**src/rtl/uitpg_mode_ctrl_if.sv**
```systemverilog
// Host configuration write bus for the TPG mode sequencer.
// A single-cycle strobe carries the requested state and mode.
interface uitpg_mode_ctrl_if;
    logic       I_cfg_wr;
    logic [1:0] I_cfg_state;
    logic [3:0] I_cfg_mode;

    modport master (
        output I_cfg_wr,
        output I_cfg_state,
        output I_cfg_mode
    );

    modport slave (
        input I_cfg_wr,
        input I_cfg_state,
        input I_cfg_mode
    );
endinterface

```
**src/rtl/uitpg_mode_ctrl.sv**
```systemverilog
// TPG pattern-select sequencer: auto-cycle, push button and host write, applied at VS rise.
// Optional UITPG_SKIP_MASK_EN: advance skips modes whose I_skip_mask bit is set.
module uitpg_mode_ctrl #(
    parameter int unsigned FRAMES_PER_MODE = 60,
    parameter int unsigned DB_W            = 20,
    parameter logic [DB_W-1:0] DEBOUNCE_CYC = 20'd500000
) (
    input  logic                     I_tpg_clk,
    input  logic                     I_tpg_rstn,
    input  logic                     I_tpg_vs,
    input  logic                     I_btn_n,
    uitpg_mode_ctrl_if.slave         cfg,
    input  logic [15:0]              I_skip_mask,
    output logic [3:0]               O_dis_mode,
    output logic                     O_mode_upd,
    output logic [1:0]               O_state,
    output logic [15:0]              O_frame_cnt
);

    typedef enum logic [1:0] {
        ST_AUTO   = 2'd0,
        ST_MANUAL = 2'd1,
        ST_FREEZE = 2'd2
    } state_e;

    localparam int unsigned DWELL_W =
        (FRAMES_PER_MODE > 1) ? $clog2(FRAMES_PER_MODE) : 1;
    localparam logic [DWELL_W-1:0] DWELL_LAST =
        DWELL_W'(FRAMES_PER_MODE - 1);
    localparam logic [DB_W-1:0] DB_LAST = DEBOUNCE_CYC - 1'b1;

    // VS edge detect
    logic vs_r;
    logic vs_rise;

    assign vs_rise = I_tpg_vs & ~vs_r;

    always_ff @(posedge I_tpg_clk or negedge I_tpg_rstn) begin
        if (!I_tpg_rstn) begin
            vs_r        <= 1'b0;
            O_frame_cnt <= 16'd0;
        end else begin
            vs_r <= I_tpg_vs;
            if (vs_rise) begin
                O_frame_cnt <= O_frame_cnt + 16'd1;
            end
        end
    end

    // Button: synchronize, then accept a level only after it has been stable
    logic [1:0]      btn_sync;
    logic            btn_s;
    logic            btn_flt;
    logic [DB_W-1:0] db_cnt;
    logic            db_done;
    logic            btn_press;
    logic            btn_pend;

    assign btn_s     = btn_sync[1];
    assign db_done   = (btn_s != btn_flt) && (db_cnt == DB_LAST);
    assign btn_press = db_done && !btn_s;

    always_ff @(posedge I_tpg_clk or negedge I_tpg_rstn) begin
        if (!I_tpg_rstn) begin
            btn_sync <= 2'b11;
            btn_flt  <= 1'b1;
            db_cnt   <= '0;
        end else begin
            btn_sync <= {btn_sync[0], I_btn_n};
            if (btn_s == btn_flt) begin
                db_cnt <= '0;
            end else if (db_done) begin
                btn_flt <= btn_s;
                db_cnt  <= '0;
            end else begin
                db_cnt <= db_cnt + 1'b1;
            end
        end
    end

    // A press landing on the vs_rise edge belongs to the next frame
    always_ff @(posedge I_tpg_clk or negedge I_tpg_rstn) begin
        if (!I_tpg_rstn) begin
            btn_pend <= 1'b0;
        end else if (btn_press) begin
            btn_pend <= 1'b1;
        end else if (vs_rise) begin
            btn_pend <= 1'b0;
        end
    end

    // Host write capture; last write before vs_rise wins
    logic       cfg_ok;
    logic       cfg_pend;
    state_e     cfg_state_q;
    logic [3:0] cfg_mode_q;

    assign cfg_ok = cfg.I_cfg_wr && (cfg.I_cfg_state != 2'd3);

    always_ff @(posedge I_tpg_clk or negedge I_tpg_rstn) begin
        if (!I_tpg_rstn) begin
            cfg_pend    <= 1'b0;
            cfg_state_q <= ST_AUTO;
            cfg_mode_q  <= 4'd0;
        end else if (cfg_ok) begin
            cfg_pend    <= 1'b1;
            cfg_state_q <= state_e'(cfg.I_cfg_state);
            cfg_mode_q  <= cfg.I_cfg_mode;
        end else if (vs_rise) begin
            cfg_pend <= 1'b0;
        end
    end

    // Next mode on advance
    logic [3:0] mode_q;
    logic [3:0] adv_mode;

`ifdef UITPG_SKIP_MASK_EN
    logic [3:0] cand;
    logic       adv_found;

    always_comb begin
        adv_mode  = mode_q;
        adv_found = 1'b0;
        cand      = mode_q;
        for (int i = 1; i < 16; i++) begin
            cand = mode_q + 4'(i);
            if (!adv_found && !I_skip_mask[cand]) begin
                adv_mode  = cand;
                adv_found = 1'b1;
            end
        end
    end
`else
    logic unused_skip_mask;

    assign unused_skip_mask = ^I_skip_mask;
    assign adv_mode         = mode_q + 4'd1;
`endif

    // Sequencer FSM
    state_e             state_q;
    state_e             state_nxt;
    logic [3:0]         mode_nxt;
    logic [DWELL_W-1:0] dwell_q;
    logic [DWELL_W-1:0] dwell_nxt;
    logic               upd_q;
    logic               upd_nxt;

    always_ff @(posedge I_tpg_clk or negedge I_tpg_rstn) begin
        if (!I_tpg_rstn) begin
            state_q <= ST_AUTO;
            mode_q  <= 4'd0;
            dwell_q <= '0;
            upd_q   <= 1'b0;
        end else begin
            state_q <= state_nxt;
            mode_q  <= mode_nxt;
            dwell_q <= dwell_nxt;
            upd_q   <= upd_nxt;
        end
    end

    always_comb begin
        state_nxt = state_q;
        mode_nxt  = mode_q;
        dwell_nxt = dwell_q;
        upd_nxt   = 1'b0;
        if (vs_rise) begin
            if (cfg_pend) begin
                state_nxt = cfg_state_q;
                mode_nxt  = cfg_mode_q;
                dwell_nxt = '0;
            end else if (btn_pend) begin
                unique case (state_q)
                    ST_AUTO: begin
                        mode_nxt  = adv_mode;
                        dwell_nxt = '0;
                    end
                    ST_MANUAL: mode_nxt = adv_mode;
                    default:   mode_nxt = mode_q;
                endcase
            end else if (state_q == ST_AUTO) begin
                if (dwell_q == DWELL_LAST) begin
                    mode_nxt  = adv_mode;
                    dwell_nxt = '0;
                end else begin
                    dwell_nxt = dwell_q + 1'b1;
                end
            end
            upd_nxt = (mode_nxt != mode_q);
        end
    end

    assign O_dis_mode = mode_q;
    assign O_mode_upd = upd_q;
    assign O_state    = state_q;

endmodule
```
**src/flat_wrapper.sv**
```systemverilog
// flat-port wrapper written by rule: the top's interface ports become plain ports
module uitpg_mode_ctrl_flat 
#(
    parameter int unsigned FRAMES_PER_MODE = 60,
    parameter int unsigned DB_W            = 20,
    parameter logic [DB_W-1:0] DEBOUNCE_CYC = 20'd500000
)
  (I_tpg_clk, I_tpg_rstn, I_tpg_vs, I_btn_n, I_skip_mask, O_dis_mode, O_mode_upd, O_state, O_frame_cnt, cfg_I_cfg_wr, cfg_I_cfg_state, cfg_I_cfg_mode);
  uitpg_mode_ctrl_if cfg_i ();
  input  logic I_tpg_clk;
  input  logic I_tpg_rstn;
  input  logic I_tpg_vs;
  input  logic I_btn_n;
  input  logic [15:0] I_skip_mask;
  output logic [3:0] O_dis_mode;
  output logic O_mode_upd;
  output logic [1:0] O_state;
  output logic [15:0] O_frame_cnt;
  input wire logic [$bits(cfg_i.I_cfg_wr)-1:0] cfg_I_cfg_wr;
  input wire logic [$bits(cfg_i.I_cfg_state)-1:0] cfg_I_cfg_state;
  input wire logic [$bits(cfg_i.I_cfg_mode)-1:0] cfg_I_cfg_mode;
  assign cfg_i.I_cfg_wr = cfg_I_cfg_wr;
  assign cfg_i.I_cfg_state = cfg_I_cfg_state;
  assign cfg_i.I_cfg_mode = cfg_I_cfg_mode;
  uitpg_mode_ctrl #(.FRAMES_PER_MODE(FRAMES_PER_MODE), .DB_W(DB_W), .DEBOUNCE_CYC(DEBOUNCE_CYC)) u_core (.I_tpg_clk(I_tpg_clk), .I_tpg_rstn(I_tpg_rstn), .I_tpg_vs(I_tpg_vs), .I_btn_n(I_btn_n), .cfg(cfg_i), .I_skip_mask(I_skip_mask), .O_dis_mode(O_dis_mode), .O_mode_upd(O_mode_upd), .O_state(O_state), .O_frame_cnt(O_frame_cnt));
endmodule
```
**config.mk**
```make
export PLATFORM = sky130hd
export DESIGN_NAME = uitpg_mode_ctrl_flat
export DESIGN_NICKNAME = d
export VERILOG_FILES = /design/src/rtl/uitpg_mode_ctrl_if.sv /design/src/rtl/uitpg_mode_ctrl.sv /design/src/flat_wrapper.sv
export SDC_FILE = /design/constraint.sdc
export NUM_CORES = 1
export LEC_CHECK = 0
export BUFFER_PORTS_ARGS = -buffer_cell sky130_fd_sc_hd__buf_2
export CAP_MARGIN = 25
export CORE_MARGIN = 2
export CORE_UTILIZATION = 25
export CTS_CLUSTER_SIZE = 8
export DETAILED_ROUTE_END_ITERATION = 8
export HOLD_SLACK_MARGIN = 0.15
export PLACE_DENSITY = 0.46
export SETUP_SLACK_MARGIN = 0.4
export SLEW_MARGIN = 0
export SYNTH_ARGS = -nofsm -noshare
export SYNTH_HDL_FRONTEND = slang
export SYNTH_SLANG_ARGS = --single-unit
export TNS_END_PERCENT = 50
```
**constraint.sdc**
```tcl
create_clock -name I_tpg_clk -period 1.8 [get_ports I_tpg_clk]
set_clock_uncertainty 0.05 [all_clocks]
set_input_delay 0.36 -clock I_tpg_clk [delete_from_list [all_inputs] [get_ports I_tpg_clk]]
set_output_delay 0.36 -clock I_tpg_clk [all_outputs]
set_load 0.01 [all_outputs]
```
==> Implementation_results.wiki, run 1 <==
{| class="wikitable"
! Metric !! Value
|-
| Clk_lat worst skew || ~0.33 ns
|-
| Number of distinct library cells after synthesis || 49
|-
| Yosys top cell area share || ~48%
|-
| Register bit count reported by yosys || 61
|-
| Fillcell total || 1198
|-
| Static Leak || 1.80 nW
|-
| GP Congestion || 0.807
|-
| Root buffer cell || clkbuf_16
|-
| Syn Area/Cell || 10.4 sq um
|-
| Die boundary width || 114 um
|-
| Finish-stage setup viols || 0
|-
| Cell depth of the worst min-delay path || 2
|-
| Total number of nets in the final design || 399
|-
| GRT overflow || 0
|-
| Synthesized area || between 3000 and 4000 sq um
|-
| Port-buffer cells || 33
|-
| DRC violation count after routing || 0
|-
| Required time of the critical path || 2.00 ns
|-
| Most common cell in the netlist || dfrtp_1
|-
| Minimum hold slack || ~0.21 ns
|-
| Clock tree buffer depth || 2
|-
| CTS Buf Count || 9
|-
| Power density over the cells || 1030 nW/um^2
|-
| Maximum number of pins on one net before global-route repair || a little over 60
|-
| Min-Delay Path Class || in2reg
|-
| Number of diodes || 0
|-
| Maximum vdd ir drop || 0.000401 V
|-
| Die Footprint || around 13000 sq um
|-
| Cell type contributing the most total cell area after synthesis || dfrtp_1
|-
| Count of pins over their slew limit || 0
|-
| Cell count after synthesis || 290
|-
| Starting utilization of the core area || 25.3%
|-
| Share of flip-flops with an asynchronous set or reset after synthesis || 100%
|-
| H-tree depth || 3
|-
| Startpoint of the worst hold path || cfg_I_cfg_mode[2]
|-
| Startpoint types || register
|-
| Global-route wire length before repair || 11.4 mm
|-
| Worst r2r src || u_core.btn_flt$_DFFE_PN1P_
|-
| Number of hold violations in the final report || 0
|-
| Signed area change from the synthesized netlist to the final layout || 35.7%
|-
| DRC violation total after the first TritonRoute iteration || between 90 and 100
|-
| Tot GR Track Use || 11.1%
|-
| Post-layout min period || 1.65 ns
|-
| Maximum frequency from static timing analysis || just over 600 MHz
|-
| Tightest slew margin relative to the limit || 71.9%
|-
| Antenna violations before repair || 0
|-
| Unrepaired setup endpoints after global routing || yes
|-
| I/O pins || 50
|-
| Depth of the worst register-to-register path || 4
|-
| Total Power || about 4.2 mW
|-
| TritonCTS clock tree || yes
|-
| Synthesized net count || ~320
|-
| Maximum fanout encountered on the critical timing path || 4
|-
| Worst Tran Pin Value || 0.418 ns
|-
| Class of the most critical setup path || reg2reg
|-
| Crit. End Element || register
|-
| Clock-pin slew on the worst setup and hold paths || 0.06 ns
|-
| Destination of the worst hold path || u_core.cfg_mode_q[2]$_DFFE_PN0P_
|-
| # rows || 40
|-
| Post-synth top flop || dfrtp_1
|-
| Total via count in the routed design || 2346
|-
| Detailed Routing Iterations Pass 1 || 4
|-
| Fraction of layout cells with a size suffix above 1 || 37.0%
|-
| Sum of net half-perimeters after detailed placement || around 4.5 mm
|-
| Vias in the first global route || 2287
|-
| Antenna violation net count after detailed routing || 0
|-
| Post-Route WL || 6.75 mm
|-
| Register-to-register setup slack || 0.15 ns
|-
| Capture instance of the worst register-to-register path || u_core.btn_flt$_DFFE_PN1P_
|-
| Number of enable-type register cells in the synthesized netlist || 0
|-
| Routed wire length per instance || 13.0 um
|-
| Count of synthesis-stage warnings from yosys || 0
|-
| DIE HEIGHT || 114 um
|-
| Floorplan Core Area || 11900 sq um
|-
| Share of the yosys chip area belonging to registers || roughly 51%
|-
| Run status || finished, final reports clean
|-
| Ranking of synthesized cells by area || dfrtp_1 (48%), xnor2_1 (6.4%), xor2_1 (3.8%)
|-
| Clk sinks || 61
|-
| Arrival time reported for the critical path endpoint || approximately 1.9 ns
|-
| Top cells by count, synth || dfrtp_1 (58), nand2_1 (29), xnor2_1 (22)
|-
| # Max-Cap Violations || 0
|-
| Via count normalized by instance count || 4.51
|-
| Part of the cycle the worst path needs || 91.9%
|}
==> where the power goes <==
| part | switching, mW | total (mW) | internal [mW] |
|---|---|---|---|
| registers | 0.163 | 1.67 | 1.51 |
| logic | 0.403 | 0.795 | 0.393 |
| clock network | 0.630 | 1.73 | 1.10 |
==> worst max-delay path by stage <==
| stage | to | start | depth (start not counted) |
|---|---|---|---|
| after detailed placement | u_core.dwell_q[3]$_DFFE_PN0P_ | I_tpg_vs | 6 |
| after CTS | u_core.btn_flt$_DFFE_PN1P_ | u_core.btn_flt$_DFFE_PN1P_ | 4 |
| final | u_core.btn_flt$_DFFE_PN1P_ | u_core.btn_flt$_DFFE_PN1P_ | 4 |
| after global routing | u_core.btn_flt$_DFFE_PN1P_ | u_core.db_cnt[12]$_DFF_PN0_ | 4 |
| after global placement | u_core.dwell_q[3]$_DFFE_PN0P_ | I_tpg_vs | 6 |
| after floorplan | u_core.db_cnt[10]$_DFF_PN0_ | u_core.btn_sync[1]$_DFF_PN1_ | 6 |
==> sequential cells by signal, summed over array words and instances, names as in the netlist <==
signal              count
u_core.cfg_state_q      2
u_core.vs_r             1
u_core.O_mode_upd       1
u_core.O_frame_cnt     16
u_core.dwell_q          6
u_core.btn_sync         2
u_core.cfg_mode_q       4
u_core.cfg_pend         1
u_core.db_cnt          20
u_core.O_state          2
u_core.O_dis_mode       4
u_core.btn_pend         1
u_core.btn_flt          1
==> cells by family after synthesis <==
| family | synth area share (%) |
|---|---|
| DFF | 50.9 |
| xor gates and xnor gates | 10.7 |
| AOI/OAI and AO/OA | 8.49 |
| adders and majority gates | 1.66 |
| buffers and inverters | 2.21 |
| and+or+nand+nor | 21.8 |
| muxes | 4.16 |
==> critical path, cell delays in order (launching register included) <==
cell	delay, ns
dfstp_2	0.55
xor2_2	0.17
nand4_1	0.10
or3_4	0.39
mux2_4	0.31
==> area by class of cell <==
type                            instances  area, sq um  area share, %
Timing Repair Buffer                   75          515           12.6
Multi-Input combinational cell        216         1530           37.4
Inverter                                5         18.8          0.460
Tap cell                              147          184           4.51
Clock buffer                           10          239           5.86
Clock inverter                          6         62.6           1.53
Sequential cell                        61         1530           37.6
==> per-layer routing <==
metal  track usage, %  wire, um  share of wire [%]  vias up
met3             3.35       287                4.3        8
met1             15.6      3380                 50     1117
met5                0         0                  0        -
li1                 -         -                  -     1174
met2             16.5      3010                 45       47
met4             2.93        73                1.1        0
==> metrics by stage <==
| step | cell area [sq um] | TNS [ns] | util [%] | std cells | setup slack (ns) |
|---|---|---|---|---|---|
| after floorplan | 3030 | 0 | - | 290 | 0.121 |
| after global placement | 3560 | -0.0280 | 30.0 | 491 | -0.0280 |
| after detailed placement | 3560 | -0.0756 | 30.0 | 491 | -0.0484 |
| after CTS | 4020 | 0 | 33.9 | 519 | 0.115 |
| after global routing | 4080 | 0 | 34.4 | 520 | 0.0841 |
| final | 4080 | 0 | 34.4 | 520 | 0.146 |
==> layout by cell type, fill, tap and decap left out, drive strengths merged, types with 4 or more instances in the layout <==
master  instances
buf            72
dfrtp          58
nor2           31
nand2          30
xnor2          22
nand3          15
xor2           14
o21ai          14
a21oi          12
and3           12
clkbuf         10
mux2            9
nand4           8
nor3            7
inv             5
nor4b           4
ha              4
==> repair_timing <==
item,CTS,global route
buffers inserted,9,1
pin swaps,12,7
resized for setup,19,9
gates cloned,0,0
hold endpoints to repair,60,0
hold buffers,3,0
endpoints found under the setup margin,47,49
Power figures use the tool's default switching activity.
==> inputs of run 2 (changes only) <==
Settings changed: BUFFER_PORTS_ARGS -buffer_cell sky130_fd_sc_hd__buf_2 to -buffer_cell sky130_fd_sc_hd__clkbuf_2, CAP_MARGIN 25 to unset.
==> Implementation_results.wiki, run 2 (synthesis results as in run 1) <==
{| class="wikitable"
! Metric !! Value
|-
| Total number of nets in the final design || 399
|-
| Static Leak || 1.80 nW
|-
| Required time of the critical path || 2.00 ns
|-
| H-tree depth || 3
|-
| Class of the most critical setup path || reg2reg
|-
| Clk sinks || 61
|-
| Min-Delay Path Class || in2reg
|-
| Arrival time reported for the critical path endpoint || 1.84 ns
|-
| Maximum vdd ir drop || between 0.0003 and 0.0004 V
|-
| Worst Tran Pin Value || 0.453 ns
|-
| Starting utilization of the core area || 25.3%
|-
| # Max-Cap Violations || 0
|-
| CTS Buf Count || 9
|-
| Die Footprint || 12900 sq um
|-
| Antenna violation net count after detailed routing || 0
|-
| Clock tree buffer depth || 2
|-
| Crit. End Element || register
|-
| Count of pins over their slew limit || 0
|-
| Tightest slew margin relative to the limit || between 60% and 70%
|-
| Maximum number of pins on one net before global-route repair || 20
|-
| Depth of the worst register-to-register path || 4
|-
| Antenna violations before repair || 0
|-
| Most common cell after layout, fill and taps aside || dfrtp_1
|-
| TritonCTS clock tree || yes
|-
| Cell depth of the worst min-delay path || 2
|-
| Tot GR Track Use || 11.5%
|-
| Total via count in the routed design || 2397
|-
| Part of the cycle the worst path needs || 91.4%
|-
| Number of hold violations in the final report || 0
|-
| Via count normalized by instance count || ~4.6
|-
| Critical-path cell list || ha_2, nand4_1, or3_4, mux2_4
|-
| Floorplan Core Area || ~12000 sq um
|-
| Cell area after layout || between 4000 and 5000 sq um
|-
| CP bufs+invs || 0
|-
| Most frequent cells in the layout || dfrtp_1 (55), buf_4 (35), clkbuf_2 (33), nand2_1 (27), xnor2_1 (22)
|-
| Clock-pin slew on the worst setup and hold paths || around 0.05 ns
|-
| Multi-input combinational cell area || between 1500 and 2000 sq um
|-
| Top register by number of flip-flops || u_core.db_cnt
|-
| Post-Route WL || 6.77 mm
|-
| Worst r2r src || u_core.db_cnt[1]$_DFF_PN0_
|-
| Fillcell total || 1199
|-
| DRC violation total after the first TritonRoute iteration || 140
|-
| Peak per-stage delay on the critical path || roughly 0.47 ns
|-
| Sequential cell area || 1530 sq um
|-
| Sum of net half-perimeters after detailed placement || 4.85 mm
|-
| DRC violation count after routing || 0
|-
| # rows || 40
|-
| Routed wire length per instance || 13.0 um
|-
| Unrepaired setup endpoints after global routing || yes
|-
| Detailed Routing Iterations Pass 1 || 4
|-
| Destination of the worst hold path || u_core.cfg_mode_q[0]$_DFFE_PN0P_
|-
| Maximum fanout encountered on the critical timing path || 4
|-
| Fraction of layout cells with a size suffix above 1 || 37.8%
|-
| Post-layout min period || approximately 1.6 ns
|-
| Port-buffer cells || 33
|-
| GP Congestion || 0.784
|-
| Number of diodes || 0
|-
| DIE HEIGHT || 114 um
|-
| Slowest CP cell || or3_4
|-
| Die boundary width || approximately 110 um
|-
| Global-route wire length before repair || 11.7 mm
|-
| Regs by FF count || u_core.db_cnt x20, u_core.O_frame_cnt x16, u_core.dwell_q x6
|-
| Register-to-register setup slack || 0.16 ns
|-
| GRT overflow || 0
|-
| Startpoint of the worst hold path || cfg_I_cfg_mode[0]
|-
| Capture instance of the worst register-to-register path || u_core.btn_flt$_DFFE_PN1P_
|-
| Run status || finished, final reports clean
|-
| Signed area change from the synthesized netlist to the final layout || 36.1%
|-
| Startpoint types || register
|-
| Instance area after placement || ~3600 sq um
|-
| Kind of cell adding the most delay to the critical path || simple AND/OR/NAND/NOR gates
|-
| Flip-flop count of the largest register, all copies and words added || 20
|-
| Utilization of the core after routing || 34.5%
|-
| Root buffer cell || clkbuf_16
|-
| Power density over the cells || approximately 1000 nW/um^2
|-
| I/O pins || 50
|-
| Clk_lat worst skew || 0.32 ns
|-
| Vias in the first global route || roughly 2400
|-
| Finish-stage setup viols || 0
|-
| Minimum hold slack || 0.218 ns
|-
| Maximum frequency from static timing analysis || 608 MHz
|}
==> run 2: cell count changes in the layout (fill, tap and decap cells not counted), sizes merged <==
cell and change:
clkinvlp -2, inv +2, clkbuf +33, buf -33
==> run 2: metrics by stage <==
stage | setup TNS, ns | std cells | power [mW] | worst slack (ns)
6_report | 0 | 520 | 4.26 | 0.155
5_1_grt | 0 | 520 | 4.50 | 0.0673
4_1_cts | 0 | 516 | 4.27 | 0.121
3_5_place_dp | -0.657 | 493 | 2.43 | -0.0523
3_3_place_gp | -0.367 | 493 | 2.42 | -0.0346
2_1_floorplan | 0 | 290 | 2.12 | 0.121
==> run 2: repair_timing <==
action / 4_1_cts / 5_1_grt
gates resized for setup: 16 / 17
pin swaps: 8 / 8
hold endpoints to repair: 14 / 0
hold buffers: 3 / 0
buffers inserted: 4 / 4
endpoints found under the setup margin: 47 / 47
==> run 2: metal layers <==
layer	global-route usage, %	routed length, um
met1	15.4	3380
met2	17.6	3050
met3	3.83	268
met4	3.58	69
met5	0	0
==> run 2: final cells by class <==
class                           count  share of cell area [%]
Clock buffer                       10                    5.84
Clock inverter                      6                    1.68
Multi-Input combinational cell    216                    37.5
Timing Repair Buffer               75                    12.5
Inverter                            5                   0.459
Sequential cell                    61                    37.5
Tap cell                          147                    4.49
==> run 2: where the power goes <==
group / total, mW / internal [mW] / switching (mW)
Sequential: 1.68 / 1.51 / 0.174
Clock: 1.77 / 1.12 / 0.649
Combinational: 0.807 / 0.404 / 0.404
Total: 4.26 / 3.03 / 1.23
==> run 2: worst max-delay path by stage <==
stage,startpoint,endpoint,slack (ns),depth (start not counted)
after CTS,u_core.db_cnt[10]$_DFF_PN0_,u_core.btn_flt$_DFFE_PN1P_,0.12,4
after global routing,u_core.db_cnt[1]$_DFF_PN0_,u_core.btn_flt$_DFFE_PN1P_,0.07,4
after detailed placement,u_core.db_cnt[11]$_DFF_PN0_,u_core.db_cnt[8]$_DFF_PN0_,-0.05,5
after global placement,u_core.db_cnt[11]$_DFF_PN0_,u_core.db_cnt[9]$_DFF_PN0_,-0.03,5
after floorplan,u_core.btn_sync[1]$_DFF_PN1_,u_core.db_cnt[10]$_DFF_PN0_,0.12,6
final,u_core.db_cnt[1]$_DFF_PN0_,u_core.btn_flt$_DFFE_PN1P_,0.16,4
==> inputs of run 3 (changes only) <==
Settings changed: SETUP_SLACK_MARGIN 0.4 to 0.1.
==> Implementation_results.wiki, run 3 (synthesis results as in run 1) <==
{| class="wikitable"
! Metric !! Value
|-
| Tot GR Track Use || 10.7%
|-
| Starting utilization of the core area || 25.3%
|-
| Clk sinks || 61
|-
| Most frequent cells in the layout || dfrtp_1 (57), clkbuf_2 (33), nand2_1 (29), buf_4 (28), xnor2_1 (22)
|-
| Pre-CTS setup slack || -0.0683 ns
|-
| Post-layout min period || 1.74 ns
|-
| Signed area change from the synthesized netlist to the final layout || 33.9%
|-
| Global-route met3 utilization || 4.30%
|-
| Fraction of layout cells with a size suffix above 1 || 32.2%
|-
| Startpoint types || register
|-
| Number of hold violations in the final report || 0
|-
| H-tree depth || 3
|-
| Proportion of power drawn by flip-flops and latches || 37.8%
|-
| Clock-pin slew on the worst setup and hold paths || ~0.060 ns
|-
| # Max-Cap Violations || 0
|-
| Power density over the cells || 1100 nW/um^2
|-
| Global-route wire length before repair || between 10 and 15 mm
|-
| Part of the cycle the worst path needs || 96.7%
|-
| Antenna violation net count after detailed routing || 0
|-
| Worst Tran Pin Value || about 0.50 ns
|-
| CTS Buf Count || 9
|-
| Routed wire length per instance || 13.1 um
|-
| TritonCTS clock tree || yes
|-
| Most common cell after layout, fill and taps aside || dfrtp_1
|-
| CP startpoint || u_core.O_dis_mode[1]$_DFFE_PN0P_
|-
| Min-Delay Path Class || in2reg
|-
| Arrival time reported for the critical path endpoint || 1.88 ns
|-
| Count of pins over their slew limit || 0
|-
| Static Leak || 1.78 nW
|-
| # rows || 40
|-
| Detailed Routing Iterations Pass 1 || 4
|-
| Proportion of power drawn by the clock network || 45.0%
|-
| Required time of the critical path || 1.94 ns
|-
| Kind of cell adding the most delay to the critical path || compound AO/OA/AOI/OAI gates
|-
| Class of the most critical setup path || reg2reg
|-
| Top register by number of flip-flops || u_core.db_cnt
|-
| Switching share of power || 26.1%
|-
| Vias in the first global route || 2235
|-
| I/O pins || 50
|-
| Startpoint of the worst hold path || cfg_I_cfg_mode[3]
|-
| Fillcell total || about 1200
|-
| CP bufs+invs || 1
|-
| Die boundary width || 114 um
|-
| Utilization of the core after routing || 33.9%
|-
| Final standard cell count with taps included and fillers excluded || 513
|-
| Placed Cells || 491
|-
| Critical-path cell list || buf_4, and3_1, nand2_1, nor3_1, o41ai_2, a31oi_1
|-
| Maximum fanout encountered on the critical timing path || 11
|-
| Setup WS post-layout || 0.0590 ns
|-
| Regs by FF count || u_core.db_cnt x20, u_core.O_frame_cnt x16, u_core.dwell_q x6
|-
| Antenna violations before repair || 0
|-
| Maximum frequency from static timing analysis || 574 MHz
|-
| GP Congestion || 0.808
|-
| Highest-utilization routing layer at the global route stage || met2
|-
| Tightest slew margin relative to the limit || roughly 67%
|-
| Run status || finished, final reports clean
|-
| Total number of nets in the final design || a little under 400
|-
| Slowest CP cell || o41ai_2
|-
| Root buffer cell || clkbuf_16
|-
| Sum of net half-perimeters after detailed placement || 4.56 mm
|-
| Number of diodes || 0
|-
| Met2 Track Usage GR || 17.2%
|-
| Flip-flop count of the largest register, all copies and words added || 20
|-
| Port-buffer cells || 33
|-
| Maximum vdd ir drop || 0.000374 V
|-
| Cell-internal power || 3.27 mW
|-
| Maximum number of pins on one net before global-route repair || 62
|-
| Clk_lat worst skew || 0.33 ns
|-
| Peak per-stage delay on the critical path || 0.46 ns
|-
| DRC violation total after the first TritonRoute iteration || 103
|-
| Unrepaired setup endpoints after global routing || yes
|-
| Total via count in the routed design || 2326
|-
| Crit. End Element || register
|-
| DRC violation count after routing || 0
|-
| Via count normalized by instance count || 4.53
|-
| Clock tree buffer depth || 2
|-
| Finish-stage setup viols || 0
|-
| Net switching power || between 1 and 1.5 mW
|-
| DIE HEIGHT || around 110 um
|-
| Floorplan Core Area || between 10000 and 15000 sq um
|-
| Die Footprint || 12900 sq um
|-
| GRT overflow || 0
|-
| Part of the power in combinational logic || 17.2%
|-
| GRT met1 Usage || 13.6%
|-
| Minimum hold slack || 0.209 ns
|-
| Worst r2r src || u_core.O_dis_mode[1]$_DFFE_PN0P_
|-
| Post-Route WL || 6.72 mm
|}
run 3: timing repair:
item                       4_1_cts  5_1_grt
setup buffers                    0        3
resized for setup                7       13
hold buffers                     3        0
setup endpoints to repair       23       24
hold endpoints to repair        60        0
pin swaps                        4       10
gates cloned                     0        1
run 3: power groups by stage:
stage               clock, mW  combinational (mW)  sequential [mW]
floorplan                   0               0.391             1.69
global placement            0               0.711             1.68
detailed placement          0               0.717             1.68
CTS                      2.04               0.747             1.67
global route             2.10               0.859             1.70
finish                   1.99               0.761             1.68
run 3: metal layers:
layer / routed length [um] / share of wire [%] / up-vias
li1: - / - / 1162
met1: 3260 / 48 / 1119
met2: 3120 / 46 / 40
met3: 291 / 4.3 / 5
met4: 48 / 0.71 / 0
met5: 0 / 0 / -
run 3: cell type report:
cell class	instances	area, sq um	area share (%)
clock buffer	12	246	6.12
tap	147	184	4.57
multi-input combinational	217	1500	37.3
sequential	61	1530	38.0
timing repair buffer	67	448	11.1
clock inverter	4	95.1	2.36
inverter	5	18.8	0.466
run 3: path summary, 6_finish.rpt:
kind	endpoint	slack, ns	cells after the start
hold reg to reg	u_core.btn_sync[1]$_DFF_PN1_	0.31	0
max in group asynchronous	u_core.btn_flt$_DFFE_PN1P_	0.87	3
hold / removal	u_core.cfg_mode_q[3]$_DFFE_PN0P_	0.21	2
setup / recovery	u_core.O_mode_upd$_DFF_PN0_	0.06	6
setup reg to reg	u_core.O_mode_upd$_DFF_PN0_	0.06	6
min in group asynchronous	u_core.db_cnt[12]$_DFF_PN0_	0.51	3
run 3: stage by stage:
stage,instance area (sq um),setup TNS (ns),power [mW]
detailed placement,3540,-0.783,2.40
finish,4030,0,4.43
floorplan,3010,0,2.08
global route,4030,-0.0172,4.66
global placement,3540,-0.0834,2.39
CTS,3950,0,4.46
